--- src/rtl/fib_pkg.sv ---
// Shared types and elaboration helpers for the Fibonacci index decoder.
package fib_pkg;

    typedef enum logic {
        IDLE = 1'b0,
        ITER = 1'b1
    } state_e;

    // Largest n with F(n) < 2**width; the decoder's index never exceeds this.
    function automatic int fib_max_idx(input int width);
        longint unsigned a;
        longint unsigned b;
        longint unsigned t;
        longint unsigned lim;
        int              n;
        a   = 0;
        b   = 1;
        n   = 1;
        lim = 64'd1 << width;
        while (a + b < lim) begin
            t = a + b;
            a = b;
            b = t;
            n = n + 1;
        end
        return n;
    endfunction

    // Direct evaluation of F(n), used to cross-check reported matches.
    function automatic longint unsigned fib_val(input int n);
        longint unsigned a;
        longint unsigned b;
        longint unsigned t;
        a = 0;
        b = 1;
        for (int i = 0; i < n; i++) begin
            t = a + b;
            a = b;
            b = t;
        end
        return a;
    endfunction

endpackage

--- src/rtl/fib_step.sv ---
// One Fibonacci step: WIDTH-bit add with the carry-out exposed as overflow.
module fib_step #(
    parameter int WIDTH = 8
) (
    input  logic [WIDTH-1:0] a_i,
    input  logic [WIDTH-1:0] b_i,
    output logic [WIDTH-1:0] sum_o,
    output logic             carry_o
);

    logic [WIDTH:0] sum_w;

    // Widen by one bit so a wrapped sum can never pass for a sequence term.
    always_comb sum_w = {1'b0, a_i} + {1'b0, b_i};

    assign sum_o   = sum_w[WIDTH-1:0];
    assign carry_o = sum_w[WIDTH];

endmodule

--- src/rtl/fibonacci_index_decoder.sv ---
// Fibonacci index decoder: walks F(n) upward until it meets or passes the
// captured operand, then reports is_fib and the index.
// Optional: define FIB_DEC_SVA_EN to compile in protocol/datapath assertions.
module fibonacci_index_decoder
    import fib_pkg::*;
#(
    parameter int WIDTH = 8,
    parameter int IDX_W = 4
) (
    input  logic             clk,
    input  logic             rst,
    input  logic             start,
    input  logic [WIDTH-1:0] value,
    output logic             busy,
    output logic             done,
    output logic             is_fib,
    output logic [IDX_W-1:0] index
);

    // Index register must hold the largest reachable index.
    if ((1 << IDX_W) <= fib_max_idx(WIDTH)) begin : g_idx_w_check
        $error("IDX_W too narrow for WIDTH");
    end

    state_e           state_q;
    logic [WIDTH-1:0] a_q;
    logic [WIDTH-1:0] b_q;
    logic [WIDTH-1:0] v_q;
    logic [IDX_W-1:0] idx_q;
    logic             busy_q;
    logic             done_q;
    logic             is_fib_q;
    logic [IDX_W-1:0] index_q;

    logic [WIDTH-1:0] sum;
    logic             carry;

    fib_step #(.WIDTH(WIDTH)) u_step (
        .a_i     (a_q),
        .b_i     (b_q),
        .sum_o   (sum),
        .carry_o (carry)
    );

    // Control FSM plus datapath registers; results are registered on finish.
    always_ff @(posedge clk) begin
        if (rst) begin
            state_q  <= IDLE;
            a_q      <= '0;
            b_q      <= '0;
            v_q      <= '0;
            idx_q    <= '0;
            busy_q   <= 1'b0;
            done_q   <= 1'b0;
            is_fib_q <= 1'b0;
            index_q  <= '0;
        end else begin
            done_q <= 1'b0;
            case (state_q)
                IDLE: begin
                    if (start) begin
                        v_q <= value;
                        if (value == '0) begin
                            done_q   <= 1'b1;
                            is_fib_q <= 1'b1;
                            index_q  <= '0;
                        end else begin
                            a_q     <= '0;
                            b_q     <= WIDTH'(1);
                            idx_q   <= IDX_W'(1);
                            busy_q  <= 1'b1;
                            state_q <= ITER;
                        end
                    end
                end
                ITER: begin
                    if (b_q == v_q) begin
                        done_q   <= 1'b1;
                        is_fib_q <= 1'b1;
                        index_q  <= idx_q;
                        busy_q   <= 1'b0;
                        state_q  <= IDLE;
                    end else if (b_q > v_q) begin
                        // Overshot: report the last index whose term was below v.
                        done_q   <= 1'b1;
                        is_fib_q <= 1'b0;
                        index_q  <= idx_q - 1'b1;
                        busy_q   <= 1'b0;
                        state_q  <= IDLE;
                    end else if (carry) begin
                        // Next term no longer fits: v lies above the last representable term.
                        done_q   <= 1'b1;
                        is_fib_q <= 1'b0;
                        index_q  <= idx_q;
                        busy_q   <= 1'b0;
                        state_q  <= IDLE;
                    end else begin
                        a_q   <= b_q;
                        b_q   <= sum;
                        idx_q <= idx_q + 1'b1;
                    end
                end
                default: state_q <= IDLE;
            endcase
        end
    end

    assign busy   = busy_q;
    assign done   = done_q;
    assign is_fib = is_fib_q;
    assign index  = index_q;

`ifdef FIB_DEC_SVA_EN
    // A zero operand restarted in the done cycle legitimately finishes again next cycle.
    a_done_pulse: assert property (@(posedge clk) disable iff (rst)
        done && !(start && value == '0) |=> !done);

    a_busy_done_excl: assert property (@(posedge clk) disable iff (rst)
        !(busy && done));

    a_index_range: assert property (@(posedge clk) disable iff (rst)
        int'(index) < (1 << IDX_W));

    a_no_wrap_term: assert property (@(posedge clk) disable iff (rst)
        (state_q == ITER && b_q < v_q && !carry) |=> (b_q >= a_q));

    a_is_fib_ok: assert property (@(posedge clk) disable iff (rst)
        (done && is_fib) |-> (fib_val(int'(index)) == 64'(v_q)));
`endif

endmodule

--- config.mk ---
export PLATFORM = sky130hd
export DESIGN_NAME = fibonacci_index_decoder
export DESIGN_NICKNAME = d
export VERILOG_FILES = /design/src/rtl/fib_pkg.sv /design/src/rtl/fib_step.sv /design/src/rtl/fibonacci_index_decoder.sv
export SDC_FILE = /design/constraint.sdc
export NUM_CORES = 1
export LEC_CHECK = 0
export ABC_AREA = 1
export BUFFER_PORTS_ARGS = -buffer_cell sky130_fd_sc_hd__buf_2
export CAP_MARGIN = 40
export CELL_PAD_IN_SITES_DETAIL_PLACEMENT = 0
export CELL_PAD_IN_SITES_GLOBAL_PLACEMENT = 1
export CORE_MARGIN = 8
export CORE_UTILIZATION = 35
export CTS_CLUSTER_DIAMETER = 30
export DETAILED_ROUTE_END_ITERATION = 12
export GPL_ROUTABILITY_DRIVEN = 0
export PLACE_DENSITY = 0.73
export SKIP_CTS_REPAIR_TIMING = 1
export SLEW_MARGIN = 40
export SYNTH_ARGS = -nofsm -noshare
export SYNTH_HDL_FRONTEND = slang
export SYNTH_SLANG_ARGS = --single-unit
--- constraint.sdc ---
create_clock -name clk -period 2.5 [get_ports clk]
set_clock_uncertainty 0.2 [all_clocks]
set_input_delay 0.25 -clock clk [delete_from_list [all_inputs] [get_ports clk]]
set_output_delay 0.25 -clock clk [all_outputs]
set_load 0.05 [all_outputs]
# --- After elaboration in Yosys (flattened, before gate mapping) ---
# Cells that the tools add are included.
# Widths: inputs -> output; s select.
op_classes:
  mux: 46
  bitwise: 1
  addsub: 3
  eq_ne: 8
  n_reduce_logical: 5
  magnitude_cmp: 1
op_table:
  columns: ["op", "count"]
  rows:
  - ["$mux 8", 10]
  - ["$mux 4", 10]
  - ["$pmux 8 s2", 2]
  - ["$mux 1", 18]
  - ["$pmux 4 s2", 2]
  - ["$ne 2x2->1 const B", 6]
  - ["$add 8x8->9", 1]
  - ["$eq 8x8->1", 1]
  - ["$gt 8x8->1", 1]
  - ["$logic_not 8->1", 1]
  - ["$pmux 1 s2", 4]
  - ["$reduce_and 3->1", 2]
  - ["$reduce_and 5->1", 1]
  - ["$add 4x1->4 const B", 1]
  - ["$ne 4x1->1 const B", 1]
  - ["$sub 4x1->4 const B", 1]
  - ["$reduce_and 2->1", 1]
  - ["$not 1->1", 1]
totals:
  in_bits: 11
  output_inout_bits: 7
  ff_bits: 36
  elab_cells: 73

# --- Logic depth before layout (Yosys ltp) ---
# Gate-level depths: netlist of run 1.
logic_depth:
  word_depth: 5
  depth_mapped: 14
  mapped_depth_nobuf: 14

# --- By module ---
# A second synthesis of run 1 with hierarchy kept.
hier_totals:
  hier_cells: 282
  hier_area_um2: 2037.0
by_module_without_submodules:
  columns: ["module", "cells_per_inst", "area_each_um2", "seq_area_each_um2", "instances"]
  rows:
  - ["fibonacci_index_decoder", 223, 1692.9, 720.7, 1]
  - ["fib_step", 59, 344.1, 0.0, 1]

# --- Worst setup path before layout of run 1 ---
# Ideal clock, no wire load.
synth_timing:
  path_kind: "register to register"
  start: "reg b_q[0]"
  end: "reg a_q[5]"
  stages_incl_launch_ff: 14
  t_required_ns: 2.229
  path_buffers: 1
  setup_time_ns: 0.071
  period_less_slack_ns: 2.018
  slack_ns: 0.482
  arrival_time_ns: 1.747
  path_cell_list: "dfxtp_1 -> ha_1 -> inv_1 -> fa_1 -> inv_1 -> nand3_1 -> nand2_2 -> a21oi_4 -> nand4_4 -> nand2_4 -> inv_4 -> buf_6 -> nand2_1 -> a21oi_1"
synth_via:
  elab_chain_cells: 3
  word_cells_on_any_way: 7
  cone_classes: "add/sub: 1; order compare: 1; eq/ne: 4; reduce/logical: 1"
synth_lines:
  columns: ["element", "line_no", "rtl"]
  rows:
  - ["start: declaration", "fibonacci_index_decoder.sv:27", "logic [WIDTH-1:0] b_q;"]
  - ["start signal: assignment", "fibonacci_index_decoder.sv:99", "b_q <= sum;"]
  - ["$add 8x8->9, or another cell as far along", "fib_step.sv:14", "always_comb sum_w = {1'b0, a_i} + {1'b0, b_i};"]
  - ["$ne 2x2->1 (no source line)", null, null]
  - ["$reduce_and 5->1 (no source line) (*)", null, null]
  - ["end signal: assignment", "fibonacci_index_decoder.sv:98", "a_q <= b_q;"]
  - ["end: declaration", "fibonacci_index_decoder.sv:26", "logic [WIDTH-1:0] a_q;"]
# Every way passes the cells marked *; elsewhere a longest branch is shown, timed or not.
# A chain may end at the register's enable or synchronous reset.

# --- Worst setup path after layout of run 1 ---
layout_timing:
  start: "reg b_q[0]"
  end: "reg idx_q[2]"
layout_via:
  elab_chain_cells: 3
  word_cells_on_any_way: 7
  cone_classes: "add/sub: 1; order compare: 1; eq/ne: 4; reduce/logical: 1"
layout_lines:
  columns: ["element", "line_no", "rtl"]
  rows:
  - ["$add 8x8->9, or another cell as far along", "fib_step.sv:14", null]
  - ["$ne 2x2->1 (no source line)", null, null]
  - ["$reduce_and 5->1 (no source line) (*)", null, null]
  - ["end signal: assignment", "fibonacci_index_decoder.sv:100", "idx_q <= idx_q + 1'b1;"]
  - ["end: declaration", "fibonacci_index_decoder.sv:29", "logic [IDX_W-1:0] idx_q;"]
# Marked as above.

==> impl_table.tex, run 1 <==
\begin{tabular}{lr}
\hline
Metric & Value \\
\hline
\multicolumn{2}{l}{\textbf{Global routing}} \\
Number of global-route vias before repair & 1,699 \\
Met3 track demand over resource & 2.67\% \\
Largest net degree at the start of global routing & 22 \\
Initial antenna violation count & 0 \\
Met2 Use GR & 17.9\% \\
Global routing usage on met1 & 15.9\% \\
Wire length of the first global-routing pass & 8130 µm \\
Residual overflow from global routing & 0 \\
Global route hottest layer & met2 \\
Gr usage total & 11.8\% \\
\multicolumn{2}{l}{\textbf{Place}} \\
Post-placement cell count & 363 \\
DP HPWL & 3470 µm \\
Pre-CTS setup slack & 0.223 ns \\
Quantity of I/O buffers inserted on ports & 17 \\
\multicolumn{2}{l}{\textbf{Final layout}} \\
Share of post-route cells with drive strength above 1 & 16.2\% \\
Final core utilization & 40.0\% \\
Number of antenna repair diodes & 0 \\
Area growth from synthesis to final layout & 13.0\% \\
Post-Layout Cell Count & 371 \\
Leading cell type in the layout, fill and taps excluded & sky130\_fd\_sc\_hd\_\_nand2\_1 \\
Final net count & 325 \\
Most frequent cells in the layout & sky130\_fd\_sc\_hd\_\_nand2\_1 (61), sky130\_fd\_sc\_hd\_\_dfxtp\_1 (36), sky130\_fd\_sc\_hd\_\_a21oi\_1 (34) \\
\multicolumn{2}{l}{\textbf{Logic synthesis}} \\
Library cell with the largest summed area after synthesis & sky130\_fd\_sc\_hd\_\_dfxtp\_1 \\
Total number of yosys warnings & 0 \\
Mapped Avg Cell Area & 7.45 µm² \\
Portion of synthesized cell area occupied by the leading cell type & 35.0\% \\
Synthesized Nets & 306 \\
Synth unique cells & 30 \\
Sequential cell area fraction in the yosys report & 35.0\% \\
Mapped cell area & 2060 µm² \\
Synthesized instance count & 276 \\
Dominant cells by area after synthesis & sky130\_fd\_sc\_hd\_\_dfxtp\_1 (35\%), sky130\_fd\_sc\_hd\_\_nand2\_1 (11\%), sky130\_fd\_sc\_hd\_\_ha\_1 (11\%), sky130\_fd\_sc\_hd\_\_a21oi\_1 (8.3\%), sky130\_fd\_sc\_hd\_\_inv\_1 (5.3\%) \\
Total of flip-flops plus latches after synthesis & 36 \\
\multicolumn{2}{l}{\textbf{Die}} \\
Area enclosed by the die boundary & 8590 µm² \\
Effective utilization at floorplan & 35.4\% \\
Die Span X & 92.7 µm \\
Total number of placement rows & 28 \\
Placeable core region & 5820 µm² \\
Vertical die dimension & 92.7 µm \\
Io pins & 18 \\
\multicolumn{2}{l}{\textbf{Drt}} \\
Vias after detailed routing & 1,770 \\
Number of detailed-route iterations in the first pass & 4 \\
DRC & 0 \\
First DRT Iteration DRCs & 67 \\
Avg WL per Cell & 12.9 µm \\
Vias per cell & 4.77 \\
Antenna-violating nets left & 0 \\
Total routed wirelength & 4780 µm \\
\multicolumn{2}{l}{\textbf{Pwr}} \\
P\_leak & 0.00106 µW \\
Fraction of power consumed by the clock network & 30.5\% \\
IR Drop Worst-Case VDD & 0.000321 V \\
Total net switching power & 630 µW \\
Register share of total power & 39.1\% \\
Cell internal pwr & 1090 µW \\
Pwr Density & 739 nW/µm² \\
Share of total power consumed by net switching & 36.7\% \\
Fraction of power consumed by combinational cells & 30.4\% \\
\multicolumn{2}{l}{\textbf{Flow run}} \\
Number of max-capacitance violations reported & 0 \\
\multicolumn{2}{l}{\textbf{Timing}} \\
Setup repair after global routing missed its margin & no \\
Tcrit/Tclk final & 90.4\% \\
Max Freq & 0.442 GHz \\
Pin slew with the least headroom to its limit & 0.445 ns \\
Worst hold slack after final layout & 0.00745 ns \\
Worst setup slack after layout & 0.239 ns \\
Worst slew slack as a fraction of its limit & 70.3\% \\
Count of pins over their slew limit & 0 \\
Finish-stage setup viols & 0 \\
Final period demand of the worst path & 2.26 ns \\
Total count of hold-check failures in the final report & 0 \\
Fin Setup TNS & 0 ns \\
\multicolumn{2}{l}{\textbf{Worst setup path}} \\
Type of the worst setup path & flop to flop \\
CP startpoint kind & flop \\
Worst Path Max Fanout & 21 \\
Critical path data required time & 2.52 ns \\
Critical path endpoint category & flop \\
CP arrival & 2.28 ns \\
\multicolumn{2}{l}{\textbf{Outcome}} \\
Result of the run & finished, final reports clean \\
\multicolumn{2}{l}{\textbf{Hold path}} \\
Hold Path Class & primary input to flop \\
\multicolumn{2}{l}{\textbf{Clock network}} \\
Clock Path Buffers & 2 \\
Cell at the root of the clock tree & sky130\_fd\_sc\_hd\_\_clkbuf\_8 \\
CTS tree & done \\
Number of H-tree branching levels & 2 \\
TritonCTS buffer count & 5 \\
Clock transition at path regs & 0.08 ns \\
Clock net sink count & 36 \\
Clock latency at the later pin of the worst-skew pair & 0.30 ns \\
\hline
\end{tabular}
## layer usage
| layer | part of all wire (%) | wire [µm] |
|---|---|---|
| met2 | 43 | 2060 |
| met5 | 0 | 0 |
| met4 | 1.5 | 70 |
| met1 | 52 | 2470 |
| met3 | 3.7 | 178 |
## final timing paths
| check | cells past startpoint | from | slack [ns] | end |
|---|---|---|---|---|
| worst max-delay path | 12 | b_q[0] | 0.24 | idx_q[2] |
| worst min-delay path | 3 | value[0] | 0.007 | v_q[0] |
| worst max register to register | 12 | b_q[0] | 0.24 | idx_q[2] |
| worst min register to register | 2 | is_fib | 0.25 | is_fib |
## cell families (layout without fill, tap and decap cells)
kind of cell / count (synthesis) / after routing / share of synthesized area, %
and+or+nand+nor: 114 / 114 / 25.0
AOI/OAI and AO/OA: 61 / 61 / 16.9
buffers and inverters: 39 / 59 / 8.15
DFF: 36 / 36 / 35.0
adders and majority gates: 19 / 19 / 11.9
xor gates and xnor gates: 7 / 7 / 2.98
## per-stage QoR
step                area, µm²  power, µW
floorplan                2060       1090
global placement         2210       1210
detailed placement       2210       1200
CTS                      2320       1730
global route             2320       1840
finish                   2320       1720
## synthesized netlist by cell type, drive strengths merged
| cell type | instances |
|---|---|
| clkinv | 1 |
| inv | 31 |
| o21bai | 1 |
| or2 | 1 |
| nand3 | 15 |
| buf | 4 |
| xor2 | 4 |
| dfxtp | 36 |
| o21ai | 16 |
| nor2 | 27 |
| a21oi | 41 |
| nand4 | 6 |
| xnor2 | 3 |
| ha | 18 |
| nand2 | 65 |
| fa | 1 |
| clkbuf | 3 |
| a31oi | 1 |
| a21o | 2 |
## sequential cells by signal (all words and copies together), names as in the netlist
| signal | flops |
|---|---|
| a_q | 8 |
| b_q | 8 |
| v_q | 8 |
| idx_q | 4 |
| index | 4 |
| busy | 1 |
| done | 1 |
| is_fib | 1 |
| state_q | 1 |
## worst max-delay path, cell delays in order, from the launching register on
cell and delay [ns]:
sky130_fd_sc_hd__dfxtp_1 0.35, sky130_fd_sc_hd__ha_1 0.17, sky130_fd_sc_hd__inv_1 0.05, sky130_fd_sc_hd__fa_1 0.39
sky130_fd_sc_hd__inv_1 0.07, sky130_fd_sc_hd__nand3_1 0.07, sky130_fd_sc_hd__nand2_2 0.13, sky130_fd_sc_hd__a21oi_4 0.08
sky130_fd_sc_hd__nand4_4 0.11, sky130_fd_sc_hd__nand2_4 0.13, sky130_fd_sc_hd__inv_6 0.20, sky130_fd_sc_hd__nand2_1 0.07
sky130_fd_sc_hd__a21oi_1 0.15
## final cells by class
| type | instances | area [µm²] |
|---|---|---|
| Clock buffer | 5 | 68.8 |
| Clock inverter | 3 | 42.5 |
| Fill cell | 648 | 3490 |
| Inverter | 32 | 129 |
| Multi-Input combinational cell | 201 | 1170 |
| Sequential cell | 36 | 721 |
| Tap cell | 75 | 93.8 |
| Timing Repair Buffer | 19 | 100 |
## power by group through the flow
| stage | clock, µW | sequential, µW | combinational (µW) |
|---|---|---|---|
| after floorplan | 0 | 707 | 385 |
| after global placement | 0 | 684 | 522 |
| after detailed placement | 0 | 684 | 520 |
| after CTS | 537 | 671 | 523 |
| after global routing | 562 | 678 | 596 |
| final | 523 | 671 | 522 |
Note: power is estimated with default switching activity, not from simulation.
==> run 2, diff against run 1 <==
--- a/config.mk
+++ b/config.mk
@@ -5,7 +5,6 @@
 export SDC_FILE = /design/constraint.sdc
 export NUM_CORES = 1
 export LEC_CHECK = 0
-export ABC_AREA = 1
 export BUFFER_PORTS_ARGS = -buffer_cell sky130_fd_sc_hd__buf_2
 export CAP_MARGIN = 40
 export CELL_PAD_IN_SITES_DETAIL_PLACEMENT = 0
@@ -15,9 +14,10 @@
 export CTS_CLUSTER_DIAMETER = 30
 export DETAILED_ROUTE_END_ITERATION = 12
 export GPL_ROUTABILITY_DRIVEN = 0
-export PLACE_DENSITY = 0.73
+export PLACE_DENSITY = 0.71
 export SKIP_CTS_REPAIR_TIMING = 1
 export SLEW_MARGIN = 40
 export SYNTH_ARGS = -nofsm -noshare
 export SYNTH_HDL_FRONTEND = slang
+export SYNTH_HIERARCHICAL = 1
 export SYNTH_SLANG_ARGS = --single-unit
==> run 2 against run 1 <==
Total power decreased by 2.4%. The run now ends with negative setup slack left. Largest cell class unchanged. Synthesized area is 1.6% higher. Sequential power shrank 7.6%. Critical path depth is 2 lower. Utilization is 6.4 points higher. Die area grew 1.4%.
==> impl_table.tex, run 2 <==
\begin{tabular}{lr}
\hline
Metric & Value \\
\hline
\multicolumn{2}{l}{\textbf{Timing}} \\
Finish-stage setup viols & 1 \\
Worst slew slack as a fraction of its limit & 47.8\% \\
Pin slew with the least headroom to its limit & 0.783 ns \\
Tcrit/Tclk final & 100\% \\
Count of pins over their slew limit & 0 \\
Total count of hold-check failures in the final report & 0 \\
Worst setup slack after layout & -0.00213 ns \\
Setup repair after global routing missed its margin & yes \\
Final period demand of the worst path & 2.50 ns \\
Max Freq & 0.400 GHz \\
\multicolumn{2}{l}{\textbf{Logic synthesis}} \\
Count of flip-flops with a built-in enable after synthesis & 0 \\
Synthesized Nets & 280 \\
Total number of yosys warnings & 6 \\
Sequential cell area fraction in the yosys report & 34.5\% \\
Synth unique cells & 51 \\
Async SR Flop Fraction & 0\% \\
Portion of synthesized cell area occupied by the leading cell type & 34.5\% \\
Most used flip-flop cell after synthesis & sky130\_fd\_sc\_hd\_\_dfxtp\_1 \\
Synthesized instance count & 250 \\
Mapped cell area & 2090 µm² \\
Library cell with the largest summed area after synthesis & sky130\_fd\_sc\_hd\_\_dfxtp\_1 \\
Total of flip-flops plus latches after synthesis & 36 \\
Mapped Avg Cell Area & 8.36 µm² \\
Most numerous cell types in the synthesized netlist & sky130\_fd\_sc\_hd\_\_nand2\_1 (40), sky130\_fd\_sc\_hd\_\_a21oi\_1 (37), sky130\_fd\_sc\_hd\_\_dfxtp\_1 (36) \\
Dominant cells by area after synthesis & sky130\_fd\_sc\_hd\_\_dfxtp\_1 (34\%), sky130\_fd\_sc\_hd\_\_ha\_1 (11\%), sky130\_fd\_sc\_hd\_\_a21oi\_1 (8.9\%), sky130\_fd\_sc\_hd\_\_nand2\_1 (7.2\%), sky130\_fd\_sc\_hd\_\_nand3\_1 (5.5\%) \\
Most used standard cell by instance count after synthesis & sky130\_fd\_sc\_hd\_\_nand2\_1 \\
\multicolumn{2}{l}{\textbf{Global routing}} \\
Number of global-route vias before repair & 1,858 \\
Residual overflow from global routing & 0 \\
Gr usage total & 11.7\% \\
Wire length of the first global-routing pass & 8360 µm \\
Largest net degree at the start of global routing & 37 \\
Initial antenna violation count & 0 \\
\multicolumn{2}{l}{\textbf{Place}} \\
Post-placement cell count & 350 \\
Pre-CTS setup slack & -0.186 ns \\
DP HPWL & 3500 µm \\
Quantity of I/O buffers inserted on ports & 17 \\
\multicolumn{2}{l}{\textbf{Worst setup path}} \\
Number of buffer and inverter stages on the critical path & 0 \\
CP arrival & 2.52 ns \\
Reg-to-reg setup timing slack & -0.002 ns \\
CP startpoint kind & flop \\
Crit path max-delay cell type & sky130\_fd\_sc\_hd\_\_fa\_2 \\
Critical path endpoint category & flop \\
Type of the worst setup path & flop to flop \\
Critical path data required time & 2.52 ns \\
Sequence of cells on the critical path & ha\_4 > fa\_2 > a21oi\_2 > nor2\_2 > nor2\_4 > o21ai\_4 > nor3\_2 > nand3b\_1 > or3\_1 > a21oi\_1 \\
Worst Path Max Fanout & 5 \\
Maximum single-stage delay on the critical path & 0.40 ns \\
Delay-heaviest family, CP & simple AND/OR/NAND/NOR gates \\
\multicolumn{2}{l}{\textbf{Die}} \\
Die Span X & 93.3 µm \\
Vertical die dimension & 93.3 µm \\
Effective utilization at floorplan & 35.7\% \\
Area enclosed by the die boundary & 8700 µm² \\
Io pins & 18 \\
Placeable core region & 5850 µm² \\
Total number of placement rows & 28 \\
\multicolumn{2}{l}{\textbf{Outcome}} \\
Violations in the final reports & negative setup slack \\
Result of the run & finished, violations left \\
\multicolumn{2}{l}{\textbf{Final layout}} \\
Share of post-route cells with drive strength above 1 & 34.1\% \\
Number of antenna repair diodes & 0 \\
Final net count & 319 \\
Area growth from synthesis to final layout & 29.7\% \\
Final core utilization & 46.3\% \\
Leading cell type in the layout, fill and taps excluded & sky130\_fd\_sc\_hd\_\_nand2\_1 \\
Post-Layout Cell Count & 365 \\
Most frequent cells in the layout & sky130\_fd\_sc\_hd\_\_nand2\_1 (40), sky130\_fd\_sc\_hd\_\_dfxtp\_1 (34), sky130\_fd\_sc\_hd\_\_a21oi\_1 (27) \\
Top flop regs & a\_q (8), b\_q (8), v\_q (8) \\
\multicolumn{2}{l}{\textbf{Clock network}} \\
Number of H-tree branching levels & 2 \\
Clock latency at the later pin of the worst-skew pair & 0.29 ns \\
Cell at the root of the clock tree & sky130\_fd\_sc\_hd\_\_clkbuf\_8 \\
Clock net sink count & 36 \\
TritonCTS buffer count & 5 \\
Clock transition at path regs & 0.08 ns \\
CTS tree & done \\
Clock Path Buffers & 2 \\
\multicolumn{2}{l}{\textbf{Flow run}} \\
Number of max-capacitance violations reported & 0 \\
\multicolumn{2}{l}{\textbf{Drt}} \\
DRC & 0 \\
First DRT Iteration DRCs & 56 \\
Antenna-violating nets left & 0 \\
Avg WL per Cell & 13.8 µm \\
Vias per cell & 5.18 \\
Number of detailed-route iterations in the first pass & 4 \\
Total routed wirelength & 5050 µm \\
Vias after detailed routing & 1,890 \\
\multicolumn{2}{l}{\textbf{Hold path}} \\
Hold Path Class & primary input to flop \\
\multicolumn{2}{l}{\textbf{Pwr}} \\
Power consumption & 1680 µW \\
P\_leak & 0.00110 µW \\
IR Drop Worst-Case VDD & 0.000330 V \\
Pwr Density & 618 nW/µm² \\
\hline
\end{tabular}
==> run 2: worst register-to-register path: stages, from the launching register on <==
cell	delay, ns
sky130_fd_sc_hd__dfxtp_2	0.34
sky130_fd_sc_hd__ha_4	0.17
sky130_fd_sc_hd__fa_2	0.40
sky130_fd_sc_hd__a21oi_2	0.17
sky130_fd_sc_hd__nor2_2	0.07
sky130_fd_sc_hd__nor2_4	0.16
sky130_fd_sc_hd__o21ai_4	0.08
sky130_fd_sc_hd__nor3_2	0.13
sky130_fd_sc_hd__nand3b_1	0.24
sky130_fd_sc_hd__or3_1	0.37
sky130_fd_sc_hd__a21oi_1	0.12
==> run 2: cell type report <==
cell class | count | area (µm²)
clock buffer | 5 | 68.8
timing repair buffer | 43 | 300
fill | 581 | 3140
tap | 75 | 93.8
inverter | 14 | 52.6
multi-input combinational | 189 | 1380
sequential | 36 | 723
clock inverter | 3 | 90.1
==> run 2: final timing paths <==
| kind | to | startpoint | cells past startpoint |
|---|---|---|---|
| worst min register to register | v_q[1] | v_q[1] | 2 |
| worst max register to register | idx_q[3] | b_q[0] | 10 |
| worst min-delay path | v_q[7] | value[7] | 3 |
| worst max-delay path | idx_q[3] | b_q[0] | 10 |
==> run 2: kinds of logic after synthesis <==
group / share of synthesized area, %
and+or+nand+nor: 23.9
AOI/OAI and AO/OA: 21.1
DFF: 34.5
buffers and inverters: 5.74
adders and majority gates: 11.7
xor gates and xnor gates: 2.09
muxes: 0.958
==> run 2: power by group <==
group / internal (µW) / total [µW] / switching (µW)
sequential: 600 / 620 / 20.3
clock: 499 / 723 / 224
combinational: 131 / 332 / 201
==> run 2: per-stage QoR <==
step | instance area, µm² | TNS, ns | hold WS, ns
floorplan | 2090 | 0 | 0.186
global placement | 2340 | -1.97 | 0.243
detailed placement | 2340 | -3.16 | 0.249
CTS | 2500 | -3.84 | -0.00413
global route | 2710 | -2.20 | 0.0121
finish | 2710 | -0.00213 | 0.00347
==> run 2: per-layer routing <==
metal	track usage, %	part of all wire [%]	vias up
li1	-	-	958
met1	14.8	48	889
met2	19.0	47	37
met3	2.24	3.4	6
met4	4.43	1.4	0
met5	0	0	-
